### config.mk
export PLATFORM = sky130hd
export DESIGN_NAME = bus_apb_bridge
export DESIGN_NICKNAME = d
export VERILOG_FILES = /design/src/rtl/bus_apb_bridge.sv
export SDC_FILE = /design/constraint.sdc
export NUM_CORES = 1
export LEC_CHECK = 0
export CAP_MARGIN = 20
export CORE_UTILIZATION = 43
export DETAILED_ROUTE_END_ITERATION = 12
export GPL_TIMING_DRIVEN = 0
export PLACE_DENSITY = 0.83
export SETUP_SLACK_MARGIN = 0.4
export SLEW_MARGIN = 25
export SYNTH_ARGS = -nofsm -noshare
export SYNTH_HDL_FRONTEND = slang
export SYNTH_SLANG_ARGS = --single-unit
### constraint.sdc
create_clock -name clk -period 3.8 [get_ports clk]
set_input_delay 0.95 -clock clk [delete_from_list [all_inputs] [get_ports clk]]
set_output_delay 0.95 -clock clk [all_outputs]
set_load 0.01 [all_outputs]
### src/rtl/bus_apb_bridge.sv
`default_nettype none
// ============================================================================
// Module      : bus_apb_bridge
// Description : Single-outstanding bus to APB bridge with pready timeout abort.
// Revision    : 1.0
// ============================================================================

module bus_apb_bridge #(
    parameter int ADDR_WIDTH     = 32,
    parameter int DATA_WIDTH     = 32,
    parameter int TIMEOUT_CYCLES = 256
) (
    input  logic                    clk,
    input  logic                    rst_n,
    input  logic                    en,
    input  logic [DATA_WIDTH/8-1:0] we,
    input  logic [ADDR_WIDTH-1:0]   addr,
    input  logic [DATA_WIDTH-1:0]   din,
    output logic                    busy,
    output logic [DATA_WIDTH-1:0]   dout,
    output logic                    err,
    output logic                    psel,
    output logic                    penable,
    output logic                    pwrite,
    output logic [ADDR_WIDTH-1:0]   paddr,
    output logic [DATA_WIDTH-1:0]   pwdata,
    output logic [DATA_WIDTH/8-1:0] pstrb,
    output logic [2:0]              pprot,
    input  logic                    pready,
    input  logic                    pslverr,
    input  logic [DATA_WIDTH-1:0]   prdata
);

    localparam int STRB_W = DATA_WIDTH / 8;
    localparam int CNT_W  = (TIMEOUT_CYCLES > 1) ? $clog2(TIMEOUT_CYCLES) : 1;

    localparam logic [CNT_W-1:0] C_CNT_LAST = CNT_W'(TIMEOUT_CYCLES - 1);
    localparam logic [CNT_W-1:0] C_CNT_ONE  = CNT_W'(1);

    localparam logic [1:0] S_IDLE   = 2'd0;
    localparam logic [1:0] S_SETUP  = 2'd1;
    localparam logic [1:0] S_ACCESS = 2'd2;

    logic [1:0]            r_state;
    logic [CNT_W-1:0]      r_count;
    logic [ADDR_WIDTH-1:0] r_paddr;
    logic [DATA_WIDTH-1:0] r_pwdata;
    logic [STRB_W-1:0]     r_pstrb;
    logic                  r_pwrite;
    logic [DATA_WIDTH-1:0] r_dout;
    logic                  r_err;

    logic w_accept;
    logic w_done;
    logic w_timeout;

    assign w_accept  = en && (r_state == S_IDLE);
    assign w_done    = (r_state == S_ACCESS) && pready;
    // pready on the final allowed cycle wins over the abort
    assign w_timeout = (r_state == S_ACCESS) && !pready && (r_count == C_CNT_LAST);

    always_ff @(posedge clk or negedge rst_n) begin
        if (!rst_n) begin
            r_state <= S_IDLE;
            r_count <= '0;
        end else begin
            case (r_state)
                S_IDLE: begin
                    if (en) begin
                        r_state <= S_SETUP;
                    end
                end
                S_SETUP: begin
                    r_state <= S_ACCESS;
                    r_count <= '0;
                end
                S_ACCESS: begin
                    if (w_done || w_timeout) begin
                        r_state <= S_IDLE;
                    end else begin
                        r_count <= r_count + C_CNT_ONE;
                    end
                end
                default: begin
                    r_state <= S_IDLE;
                end
            endcase
        end
    end

    // Request fields are captured once and stay frozen for the whole transfer
    always_ff @(posedge clk or negedge rst_n) begin
        if (!rst_n) begin
            r_paddr  <= '0;
            r_pwdata <= '0;
            r_pstrb  <= '0;
            r_pwrite <= 1'b0;
        end else if (w_accept) begin
            r_paddr  <= addr;
            r_pwdata <= din;
            r_pstrb  <= we;
            r_pwrite <= |we;
        end
    end

    always_ff @(posedge clk or negedge rst_n) begin
        if (!rst_n) begin
            r_err  <= 1'b0;
            r_dout <= '0;
        end else begin
            r_err <= 1'b0;
            if (w_done) begin
                r_err <= pslverr;
                if (!r_pwrite) begin
                    r_dout <= prdata;
                end
            end else if (w_timeout) begin
                r_err <= 1'b1;
                if (!r_pwrite) begin
                    r_dout <= '0;
                end
            end
        end
    end

    assign busy    = (r_state != S_IDLE);
    assign psel    = (r_state != S_IDLE);
    assign penable = (r_state == S_ACCESS);
    assign pwrite  = r_pwrite;
    assign paddr   = r_paddr;
    assign pwdata  = r_pwdata;
    assign pstrb   = r_pstrb;
    assign pprot   = 3'b000;
    assign dout    = r_dout;
    assign err     = r_err;

endmodule

`default_nettype wire

# [Word level (Yosys, flattened, before mapping)]
# Index checks and enable logic that the tools add are counted.
[classes] n_addsub=1 eq_ne=8 n_mux=11 n_reduce_logical=14
[ops] cell="$mux W32" count=4
[ops] cell="$pmux W8 S2" count=1
[ops] cell="$add A8 B1 Y8 const B" count=1
[ops] cell="$eq A8 B8 Y1 const B" count=1
[ops] cell="$mux W8" count=1
[ops] cell="$ne A2 B2 Y1 const B" count=4
[ops] cell="$pmux W2 S3" count=1
[ops] cell="$reduce_bool A2 Y1" count=3
[ops] cell="$logic_and A1 B1 Y1" count=4
[ops] cell="$mux W2" count=2
[ops] cell="$reduce_and A2 Y1" count=2
[ops] cell="$reduce_or A4 Y1" count=1
[ops] cell="$reduce_and A3 Y1" count=1
[ops] cell="$eq A2 B1 Y1 const B" count=1
[ops] cell="$eq A2 B2 Y1 const B" count=1
[ops] cell="$logic_not A2 Y1" count=1
[ops] cell="$mux W1" count=2
[ops] cell="$ne A2 B1 Y1 const B" count=1
[ops] cell="$logic_not A1 Y1" count=1
[ops] cell="$logic_or A1 B1 Y1" count=1
[totals] register_bits=112 input_bits=105 output_inout_bits=108 elab_cells=42

# [Logic depth before layout (Yosys ltp)]
# Gate-level depths: netlist of run 1.
[logic_depth] word_depth=6 mapped_depth=6 mapped_depth_nobuf=5

# [Worst setup path after synthesis of run 1]
# No wires, ideal clock.
[synth_path] path_type="reg2out" start="register r_state[1]" end="output port psel" arrival_ns=0.899 required_ns=2.850 path_slack_ns=1.951 stages_incl_launch_ff=3 path_buffers=1 cell_sequence="dfrtp_1 or2_2 buf_4"
[synth_via] elab_chain_len=1
[synth_lines] element="start, declared" line="44" text="logic [1:0] r_state;"
[synth_lines] element="start signal, assigned" line="64" text="r_state <= S_IDLE;"
[synth_lines] element="start signal, assigned" line="70" text="r_state <= S_SETUP;"
[synth_lines] element="start signal, assigned" line="74" text="r_state <= S_ACCESS;"
[synth_lines] element="$reduce_bool A2 Y1"
[synth_lines] element="end, declared" line="22" text="output logic psel,"
# Every way passes these cells.

# [Worst setup path in the final report of run 1]
[layout_path] start="register r_state[1]" end="output port psel"
[layout_via] elab_chain_len=1
[layout_lines] element="$reduce_bool A2 Y1" line="127" text="assign psel = (r_state != S_IDLE);"
# Every way passes these cells.

==> flow_summary.ini, run 1 <==
[status]
status = finished clean

[clocking]
cts_max_path_buffers = 2
hold_buffers = 0
clk_pin_slew_ns = 0.10
root_buffer = clkbuf_8
post-cts-setup-buffer-count = 0
cts.htree.levels = 3
cts_tree = built
cts_buffers = 9
clkSinkCount = 112
postCtsResizedCells = 0
insertion_delay_ns = 0.36

[synthesis]
synth_top_area_share_pct = 64.7
ys_top_cells_by_count = 112 x dfrtp_1, 62 x mux2_2, 32 x a22o_1
synth_seq_cells = 112
async_flop_share_pct = 100
yosysWarnings = 0
syn_avg_cell_area_sq_um = 15.2
synthFlopType = dfrtp_1
synthTopCellsByArea = dfrtp_1 65%, mux2_2 16%, a22o_1 6.5%
synthesis.area_sq_um = 4330
yosysSeqAreaShare_pct = 64.7
netlist_instances = 285
yosys.area.top_type = dfrtp_1
yosysMostFrequentCell = dfrtp_1
yosysUniqueCellTypes = 32
synth-edff-count = 0

[critical_path]
cp_slowest_stage_delay_ns = 0.46
arrival_ns = 1.76
end_kind = output port
cp.required_ns = 2.85
worstPathMaxFanout = 5
crit_chain = or2_2 > buf_4 > clkdlybuf4s50_1
slowest_stage = clkdlybuf4s50_1
start_kind = flip-flop
path_class = flip-flop to output port

[sta]
slew_violations = 0
final.period_utilization_pct = 71.4
hold_viol_final = 0
skew_ns = 0.00928
max_freq_mhz = 369
period_needed_ns = 2.71
final-setup-viol-count = 0
rsz0062_at_grt = no

[place]
hpwlAfterDp_microns = 8270
post_dp_cell_area_sq_um = 6630
routabilityCongestion = 0.770
port_buffers = 209

[global_routing]
grt_max_degree = 72
antenna_found_initial = 0
grt.overflow.total = 0
grt_pass1_vias = 3273
grt_usage_pct = 20.8
grt_pass1_wl_microns = 16300

[power]
clkPwrFrac_pct = 12.7
pwr-share-seq_pct = 39.9
switching_power_mw = 1.52
peakVddDrop_v = 0.000360
powerDensity_nw_per_um2 = 741
power_leakage_nw = 2.88
swShare_pct = 30.1
power_frac_comb_pct = 47.4
power.internal_mw = 3.52

[final_layout]
drive_above_1_share_pct = 19.7
area_growth_pct = 56.9
layout.nets = 614
n_antenna_cell = 0
multi_input_area_sq_um = 1370
finish.utilization_pct = 69.6
fill_cells = 719
final_area_sq_um = 6800
regArea_sq_um = 2800

[route]
vias = 3200
first_pass_iters = 4
avgRoutedWirePerCell_microns = 16.6
dr.first_iter.drc_count = 68
routed_wl_microns = 10700
viasPerCell = 4.96
drc_errors = 0
ant_nets = 0

[hold_path]
hold_path_class = input port to asynchronous set/reset pin

[flow_run]
cap_violations = 0

[floorplanning]
rows = 36
fp.dieH_microns = 102
ios = 213
start_util_pct = 44.3
die_x_microns = 102
core_sq_um = 9770
die_area_sq_um = 10500
## sequential cells by signal (all words and copies together), names as in the netlist
signal   flops
dout        32
err          1
paddr       32
pstrb        4
pwdata      32
pwrite       1
r_count      8
r_state      2
## layout make-up
cell class                      count  share of cell area [%]
Buffer                             19                    2.26
Clock buffer                       12                    2.28
Clock inverter                      3                   0.258
Inverter                            4                   0.221
Multi-Input combinational cell    152                    20.1
Sequential cell                   112                    41.2
Tap cell                          133                    2.45
Timing Repair Buffer              210                    31.2
## worst max-delay path, delay by kind of cell (launching register included)
kind,cells,cell delay (ns)
DFF,1,0.43
and+or+nand+nor,1,0.36
buffers and inverters,2,0.61
## kinds of logic after synthesis
group	synth area share, %
adders and majority gates	0.289
AOI/OAI and AO/OA	8.72
and+or+nand+nor	3.98
muxes	18.4
buffers and inverters	3.90
DFF	64.7
other	0.0865
## per-layer routing
metal / GRT usage, % / vias up / share of wire [%]
li1: - / 1470 / -
met3: 5.34 / 20 / 7.0
met2: 36.7 / 129 / 52
met1: 24.0 / 1581 / 39
met5: 0 / - / 0
met4: 8.68 / 0 / 2.0
## power by group through the flow
stage / combinational (mW) / clock, mW / sequential (mW)
floorplan: 0.760 / 0 / 2.27
global route: 2.54 / 0.704 / 2.09
global placement: 2.37 / 0 / 2.01
detailed placement: 2.41 / 0 / 2.04
finish: 2.39 / 0.639 / 2.01
CTS: 2.43 / 0.664 / 2.02
## placed cells by master, fill, tap and decap left out
cell and instances:
a21oi_1 4, a22o_1 32, a311o_1 2, a311oi_2 1
and2_1 1, and3_1 2, and3_4 1, and4b_2 1
buf_16 1, buf_2 6, buf_4 4, buf_6 9
clkbuf_1 2, clkbuf_8 11, clkdlybuf4s50_1 208, clkinv_2 2
clkinvlp_4 1, conb_1 3, dfrtp_1 112, ha_1 1
inv_1 4, mux2_1 6, mux2_2 62, mux2i_1 3
nand2_1 8, nand2b_1 2, nand3_1 5, nand4_1 2
nor2_1 3, nor2_4 1, nor3_1 2, nor4_1 2
o21ai_0 4, o21ai_1 1, o311ai_1 1, o41ai_1 1
or2_2 1
## per-stage QoR
step / hold WS [ns] / cells / setup TNS, ns / total power, mW / worst slack (ns)
after CTS: 0.487 / 645 / 0 / 5.11 / 1.07
after global routing: 0.504 / 645 / 0 / 5.34 / 1.03
after floorplan: 0.482 / 287 / 0 / 3.03 / 1.95
after global placement: 0.470 / 629 / -263.26 / 4.38 / -2.36
after detailed placement: 0.475 / 630 / 0 / 4.46 / 1.31
final: 0.490 / 645 / 0 / 5.04 / 1.09
## worst paths after layout
| kind | startpoint | endpoint | slack (ns) | cells after the start |
|---|---|---|---|---|
| min in group clk | pwdata[5]$_DFFE_PN0P_ | pwdata[5]$_DFFE_PN0P_ | 0.49 | 1 |
| hold / removal | rst_n | r_count[7]$_DFFE_PN0P_ | 0.49 | 1 |
| setup reg to reg | r_count[0]$_DFFE_PN0P_ | r_count[7]$_DFFE_PN0P_ | 1.86 | 5 |
| hold reg to reg | pwdata[5]$_DFFE_PN0P_ | pwdata[5]$_DFFE_PN0P_ | 0.49 | 1 |
| max in group asynchronous | rst_n | pstrb[2]$_DFFE_PN0P_ | 2.64 | 2 |
| setup / recovery | r_state[1]$_DFFE_PN0P_ | psel | 1.09 | 3 |
(Power assumes the default switching activity.)
==> inputs of run 2 (changes only) <==
Settings changed: CORE_UTILIZATION 43 to 40, PLACE_DENSITY 0.83 to 0.78.
Clock period 3.8 ns to 2.7 ns, I/O delays scaled along.
==> run 2 against run 1 <==
  * Via count barely moved
  * Non-clock buffer count grew 3
  * Critical path depth down 1
  * Sequential share of layout area decreased by 0.42 points
  * Hold slack worse by 0.27 ns
  * Wire length shrank 0.11%
  * Register-to-register slack lost 1.1 ns
  * Clock skew increased by 0.011 ns
  * Global-route usage is 1.5 points lower
  * Cell area rose by 1.0%
  * Die area grew 7.4%
  * Largest cell class unchanged
  * Highest routed layer unchanged
==> flow_summary.ini, run 2 (synthesis results as in run 1) <==
[floorplanning]
rows = 37
ios = 213
die_area_sq_um = 11300
core_sq_um = 10400
fp.dieH_microns = 106
die_x_microns = 106
start_util_pct = 41.6

[global_routing]
antenna_found_initial = 0
grt_pass1_vias = 3303
grt_usage_pct = 19.3
grt_pass1_wl_microns = 16800
grt_max_degree = 68
grt.overflow.total = 0

[critical_path]
cp.required_ns = 2.03
path_class = flip-flop to output port
end_kind = output port
crit_chain = or2_4 > clkdlybuf4s50_1
reg2reg_slack_ns = 0.78
arrival_ns = 1.52
slowest_stage = clkdlybuf4s50_1
start_kind = flip-flop
startpoint = r_state[0]$_DFFE_PN0P_
worstPathMaxFanout = 3
cp_slowest_stage_delay_ns = 0.48
timing.rr.start = r_count[0]$_DFFE_PN0P_
reg2reg_depth = 5
r2r_end = r_count[7]$_DFFE_PN0P_
critical_path.endpoint = busy

[sta]
skew_ns = 0.0203
max_freq_mhz = 456
period_needed_ns = 2.19
slew_violations = 0
tns_ns = 0
final.period_utilization_pct = 81.2
hold_viol_final = 0
final-setup-viol-count = 0
rsz0062_at_grt = no

[place]
post_dp_cell_area_sq_um = 6630
port_buffers = 209
routabilityCongestion = 0.735
hpwlAfterDp_microns = 8190

[clocking]
cts_buffers = 9
insertion_delay_ns = 0.36
cts_tree = built
cts.htree.levels = 3
clkSinkCount = 112
clk_pin_slew_ns = 0.12
cts_max_path_buffers = 2
root_buffer = clkbuf_8

[final_layout]
final_cell_mix = 206 x clkdlybuf4s50_1, 112 x dfrtp_1, 62 x mux2_2
final_area_sq_um = 6870
layout.nets = 617
final_common_cell = clkdlybuf4s50_1
drive_above_1_share_pct = 20.7
finish.utilization_pct = 66.0
area_growth_pct = 58.5
n_antenna_cell = 0

[route]
routed_wl_microns = 10700
dr.first_iter.drc_count = 81
first_pass_iters = 4
viasPerCell = 4.91
avgRoutedWirePerCell_microns = 16.4
ant_nets = 0
vias = 3201
drc_errors = 0

[power]
powerDensity_nw_per_um2 = 1060
power.internal_mw = 5.07
peakVddDrop_v = 0.000641
swShare_pct = 30.3
clkPwrFrac_pct = 14.5
switching_power_mw = 2.20
pwr-share-seq_pct = 38.8
power_leakage_nw = 2.93
power_frac_comb_pct = 46.7

[flow_run]
cap_violations = 0

[status]
status = finished clean

[hold_path]
hold_path_class = input port to asynchronous set/reset pin
[run 2: per-stage QoR]
step                hold WS, ns  cells  setup slack, ns  power [mW]
global route              0.232    652            0.458        7.67
CTS                       0.230    651            0.361        7.35
detailed placement        0.475    633            0.486        6.26
floorplan                 0.379    287            0.945        4.26
global placement          0.468    632            -3.27        6.15
finish                    0.216    652            0.506        7.27
[run 2: final cells by class]
cell class | instances | area (sq um)
Clock inverter | 6 | 72.6
Sequential cell | 112 | 2800
Buffer | 19 | 154
Fill cell | 787 | 3540
Multi-Input combinational cell | 152 | 1380
Tap cell | 136 | 170
Inverter | 4 | 15.0
Timing Repair Buffer | 213 | 2140
Clock buffer | 10 | 138
[run 2: critical path, delay by kind of cell (launching register included)]
family / cells / cell delay (ns)
buf+inv: 1 / 0.48
flops: 1 / 0.41
simple gates: 1 / 0.26
[run 2: metal layers]
layer | track usage (%) | part of all wire [%] | up-vias
met3 | 4.54 | 6.4 | 9
li1 | - | - | 1483
met5 | 0 | 0 | -
met2 | 33.6 | 51 | 128
met1 | 24.1 | 42 | 1581
met4 | 5.36 | 0.88 | 0
[run 2: power by group through the flow]
stage          combinational, mW  clock, mW  sequential [mW]
2_1_floorplan               1.07          0             3.19
3_3_place_gp                3.33          0             2.82
3_5_place_dp                3.39          0             2.87
4_1_cts                     3.44       1.08             2.83
5_1_grt                     3.60       1.15             2.93
6_report                    3.40       1.06             2.82
[run 2: worst min path at each step]
stage | endpoint | slack, ns
2_1_floorplan | dout[0]$_DFFE_PN0P_ | 0.38
3_3_place_gp | paddr[3]$_DFFE_PN0P_ | 0.47
3_5_place_dp | paddr[3]$_DFFE_PN0P_ | 0.47
4_1_cts | pwdata[5]$_DFFE_PN0P_ | 0.23
5_1_grt | pwdata[5]$_DFFE_PN0P_ | 0.23
6_report | pwdata[5]$_DFFE_PN0P_ | 0.22
[run 2: repair_timing]
item,4_1_cts,5_1_grt
setup endpoints to repair,3,1
buffers inserted,2,1
gates cloned,0,0
hold buffers,0,0
gates resized for setup,3,1
